$ cat src/rtl/fetch_stage.sv
// Instruction fetch stage: PC register, direct-mapped BTB with 2-bit
// saturating counters, and the IF/ID load/flush controls.
module fetch_stage #(
  parameter logic [31:0] RESET_PC    = 32'h00000000,
  parameter int unsigned BTB_ENTRIES = 8
) (
  input  logic        CLK,
  input  logic        nRST,
  input  logic        ihit,
  input  logic [31:0] imemload,
  input  logic        stall,
  input  logic        redirect,
  input  logic [31:0] redirect_pc,
  input  logic        upd_en,
  input  logic [31:0] upd_pc,
  input  logic [31:0] upd_target,
  input  logic        upd_taken,
  output logic        imemREN,
  output logic [31:0] imemaddr,
  output logic [31:0] instr_o,
  output logic [31:0] npc_o,
  output logic        phit_o,
  output logic [31:0] bp_ao,
  output logic        pipe_en_o,
  output logic        pipe_flush_o
);

  localparam int unsigned IW = $clog2(BTB_ENTRIES);
  localparam int unsigned TW = 32 - IW - 2;

  logic [31:0]   pc;
  logic [31:0]   pc_next;
  logic [31:0]   pc_plus4;

  logic          btb_valid  [BTB_ENTRIES];
  logic [TW-1:0] btb_tag    [BTB_ENTRIES];
  logic [31:0]   btb_target [BTB_ENTRIES];
  logic [1:0]    btb_cnt    [BTB_ENTRIES];

  logic [IW-1:0] rd_idx;
  logic [TW-1:0] rd_tag;
  logic [IW-1:0] wr_idx;
  logic [TW-1:0] wr_tag;
  logic          rd_hit;
  logic          upd_hit;

  // Low address bits are word-aligned and intentionally dropped.
  logic          unused_low_bits;
  assign unused_low_bits = ^{redirect_pc[1:0], upd_pc[1:0]};

  assign rd_idx   = pc[IW+1:2];
  assign rd_tag   = pc[31:IW+2];
  assign wr_idx   = upd_pc[IW+1:2];
  assign wr_tag   = upd_pc[31:IW+2];
  assign pc_plus4 = pc + 32'd4;

  assign imemREN      = nRST;
  assign imemaddr     = pc;
  assign instr_o      = imemload;
  assign npc_o        = pc_plus4;
  assign pipe_flush_o = redirect;
  assign pipe_en_o    = ihit & ~stall & ~redirect;

  // BTB lookup on the current PC, using contents before any same-cycle training.
  always_comb begin
    rd_hit = btb_valid[rd_idx] && (btb_tag[rd_idx] == rd_tag);
    phit_o = rd_hit && btb_cnt[rd_idx][1];
    bp_ao  = phit_o ? btb_target[rd_idx] : 32'd0;
  end

  // Next PC selection: redirect wins, then an accepted fetch advances.
  always_comb begin
    pc_next = pc;
    if (redirect) begin
      pc_next = {redirect_pc[31:2], 2'b00};
    end else if (ihit && !stall) begin
      pc_next = phit_o ? {bp_ao[31:2], 2'b00} : pc_plus4;
    end
  end

  // PC register.
  always_ff @(posedge CLK) begin
    if (!nRST) begin
      pc <= {RESET_PC[31:2], 2'b00};
    end else begin
      pc <= pc_next;
    end
  end

  assign upd_hit = btb_valid[wr_idx] && (btb_tag[wr_idx] == wr_tag);

  // BTB training from resolved branches; taken misses allocate weakly-taken.
  always_ff @(posedge CLK) begin
    if (!nRST) begin
      for (int unsigned i = 0; i < BTB_ENTRIES; i++) begin
        btb_valid[IW'(i)]  <= 1'b0;
        btb_tag[IW'(i)]    <= '0;
        btb_target[IW'(i)] <= 32'd0;
        btb_cnt[IW'(i)]    <= 2'b01;
      end
    end else if (upd_en) begin
      if (upd_hit) begin
        if (upd_taken) begin
          btb_target[wr_idx] <= upd_target;
          if (btb_cnt[wr_idx] != 2'b11) begin
            btb_cnt[wr_idx] <= btb_cnt[wr_idx] + 2'd1;
          end
        end else if (btb_cnt[wr_idx] != 2'b00) begin
          btb_cnt[wr_idx] <= btb_cnt[wr_idx] - 2'd1;
        end
      end else if (upd_taken) begin
        btb_valid[wr_idx]  <= 1'b1;
        btb_tag[wr_idx]    <= wr_tag;
        btb_target[wr_idx] <= upd_target;
        btb_cnt[wr_idx]    <= 2'b10;
      end
    end
  end

endmodule

$ cat config.mk
export PLATFORM = sky130hd
export DESIGN_NAME = fetch_stage
export DESIGN_NICKNAME = d
export VERILOG_FILES = /design/src/rtl/fetch_stage.sv
export SDC_FILE = /design/constraint.sdc
export NUM_CORES = 1
export LEC_CHECK = 0
export CAP_MARGIN = 30
export CORE_ASPECT_RATIO = 0.7
export CORE_MARGIN = 2
export CORE_UTILIZATION = 35
export CTS_BUF_LIST = sky130_fd_sc_hd__clkbuf_8 sky130_fd_sc_hd__clkbuf_16
export DETAILED_ROUTE_END_ITERATION = 16
export DONT_BUFFER_PORTS = 1
export PLACE_DENSITY = 0.5
export SLEW_MARGIN = 20
export SYNTH_ARGS = -nofsm -noshare
export SYNTH_HDL_FRONTEND = slang
export SYNTH_SLANG_ARGS = --single-unit
$ cat constraint.sdc
create_clock -name CLK -period 7.05 [get_ports CLK]
set_input_delay 1.41 -clock CLK [delete_from_list [all_inputs] [get_ports CLK]]
set_output_delay 1.41 -clock CLK [all_outputs]
set_load 0.005 [all_outputs]
==> impl_metrics.json <==
{
  "outcome": "completed",
  "yosysSeqAreaShare_pct": 56.6,
  "clock_skew_ns": 0.0289,
  "viasPerCell": 5.75,
  "die_area_mm2": 0.0806,
  "postRouteAntennaNets": 0,
  "coreArea_mm2": 0.0772,
  "fin_crit_ns": 6.19,
  "rsz0062_at_grt": "no",
  "hold_end": "btb_valid[3]$_DFF_P_",
  "synth_common_cells": "edfxtp_1 (488), and2_1 (286), and3_1 (197)",
  "gp_congestion": 0.825,
  "clk_pin_slew_ns": 0.06,
  "crit_required_ns": 5.64,
  "syn_area_per_cell_um2": 14.0,
  "fmax_ghz": 0.162,
  "synth_area_leaders": "edfxtp_1 (53%), mux4_2 (13%), and2_1 (6.5%), and3_1 (4.5%), mux2i_1 (3.7%)",
  "synthMostInstantiatedCell": "edfxtp_1",
  "async_flop_share_pct": 0,
  "dp_hpwl_um": 55800,
  "cts_resized": 0,
  "io_buffers": 0,
  "worstSetupPathType": "flop to primary output",
  "setup-tns-final_ns": 0,
  "grt.overflow.total": 0,
  "grtUsageTotal_pct": 22.5,
  "r2r_cells": 11,
  "setup_viol": 0,
  "drt-pass1-iter-count": 5,
  "syn_to_final_growth_pct": 10.5,
  "cts-htree-levels": 2,
  "ir_worst_vdd_mv": 0.157,
  "cts_hold_buffers": 0,
  "report.final.slew_viol_count": 0,
  "power.density_mw_per_mm2": 245,
  "relSlewSlack_pct": 33.6,
  "totalWireLength_um": 91100,
  "first_global_vias": 17562,
  "yosys_warnings": 0,
  "cts_made_buffers": 56,
  "num_vias": 17143,
  "grt_use_met1_pct": 32.1,
  "clock_latency_ns": 0.64,
  "antenna_found_initial": 10,
  "yosysTopAreaCell": "edfxtp_1",
  "syn_inst": 1964,
  "clock_sink_count": 531,
  "io_pins": 267,
  "drt_first_iter_violations": 1753,
  "whs_path_depth": 1,
  "synth_top_area_share_pct": 53.4,
  "path_max_fanout": 43,
  "arrival_ns": 4.78,
  "ys_types": 60,
  "grt_max_degree": 132,
  "ys_ff_latch": 531,
  "std_cell_rows": 85,
  "wire_per_inst_um": 30.6,
  "cap_viol_max_count": 0,
  "syn-cell-area_mm2": 0.0274,
  "tightest_slew_ns": 0.996,
  "grt-busiest-layer": "met2",
  "use_met2_pct": 34.9,
  "start_kind": "flop",
  "dp.cells": 2871,
  "clk_path_buf_depth": 3,
  "cts_tree": "built",
  "synth_edf_count": 488,
  "initial_core_util_pct": 35.5,
  "p_leak_nw": 10.9,
  "grt_pass1_wl_um": 131000,
  "die_w_um": 339,
  "fin_crit_sh_pct": 87.8,
  "final_util_pct": 39.2,
  "root_buffer": "clkbuf_16",
  "hold_class": "flop to flop",
  "hp-start": "btb_valid[3]$_DFF_P_",
  "grt_util_met3_pct": 5.60,
  "final_cells": 2980,
  "endpoint_kind": "primary output",
  "r2r_slack_ns": 2.27,
  "cts_setup_buffers": 0,
  "synthFlopType": "edfxtp_1",
  "layout.nets": 2022,
  "regToRegEndpoint": "imemaddr[12]$_SDFFE_PN0N_",
  "total_power_mw": 7.43,
  "die_height_um": 238,
  "final_layout_size_suffix_gt1_share_pct": 19.0,
  "hold_violations": 0,
  "syn_nets": 2100,
  "drc": 0
}
stage by stage:
step | cell area, µm² | worst slack (ns) | hold slack, ns
CTS | 30300 | 0.804 | 0.486
global route | 30300 | 0.644 | 0.500
finish | 30300 | 0.858 | 0.482
detailed placement | 28500 | 1.49 | 0.472
floorplan | 27400 | 1.03 | 0.443
global placement | 28400 | 1.52 | 0.457
worst max path at each step:
stage / to / cells after the start / start
2_1_floorplan: btb_tag[5][0]$_SDFFCE_PN0P_ / 13 / upd_pc[4]
3_3_place_gp: phit_o / 9 / flop
3_5_place_dp: phit_o / 9 / flop
4_1_cts: phit_o / 9 / flop
5_1_grt: phit_o / 9 / flop
6_report: phit_o / 9 / flop
metal layers:
layer / vias to the layer above / routed length [µm]
li1: 7329 / -
met1: 9042 / 40300
met2: 676 / 41300
met3: 92 / 8190
met4: 4 / 1270
met5: - / 23
power breakdown:
part / internal (mW) / total [mW] / switching, mW
registers: 3.61 / 3.74 / 0.124
clock network: 1.66 / 2.96 / 1.30
logic: 0.314 / 0.741 / 0.427
state kept, by name (all words and copies together), names as in the netlist, named ones only:
| register | flops |
|---|---|
| btb_target | 256 |
| btb_valid | 8 |
| btb_tag | 216 |
| btb_cnt | 16 |
| imemaddr | 32 |
critical path, cell delays in order (launching register included):
cell	delay [ns]
dfxtp_4	0.75
buf_12	0.32
mux4_2	0.56
mux2i_1	0.54
xor2_1	0.19
nand4_1	0.10
or4_1	0.48
or3_1	0.39
buf_4	0.28
clkinv_4	0.46
layout by cell type (no fill, tap or decap), drive strengths merged, types with 3 or more instances in the layout:
master / synthesis / layout
a211o: 7 / 7
a21o: 9 / 9
a21oi: 18 / 18
a221oi: 9 / 9
a22o: 3 / 3
a22oi: 32 / 32
a41o: 8 / 8
and2: 286 / 286
and3: 197 / 197
and4: 5 / 5
buf: 84 / 57
bufinv: 0 / 5
clkbuf: 109 / 59
clkinv: 3 / 22
dfxtp: 43 / 43
diode: 0 / 3
edfxtp: 488 / 488
inv: 27 / 47
mux2: 13 / 13
mux2i: 102 / 102
mux4: 160 / 160
nand2: 49 / 49
nand2b: 3 / 3
nand3: 24 / 24
nand3b: 5 / 5
nand4: 22 / 22
nor2: 71 / 71
nor2b: 7 / 7
nor3: 18 / 18
nor4: 9 / 9
o21ai: 14 / 14
o2bb2ai: 21 / 21
o32ai: 11 / 11
or3b: 3 / 3
xnor2: 35 / 35
xor2: 46 / 46
logic make-up after synthesis:
kind of cell / after synthesis / share of synthesized area (%)
simple gates: 707 / 15.0
fa+ha+maj: 1 / 0.0456
buf+inv: 223 / 3.99
flops: 531 / 56.6
mux: 275 / 17.4
compound gates: 146 / 4.36
xor+xnor: 81 / 2.59
area by class of cell:
class	instances	area, µm²
Tap cell	1044	1310
Fill cell	7229	46900
Clock buffer	59	1440
Inverter	30	118
Multi-Input combinational cell	1210	11000
Antenna cell	3	7.51
Timing Repair Buffer	57	522
Sequential cell	531	15500
Clock inverter	46	360
Power figures use the tool's default switching activity.
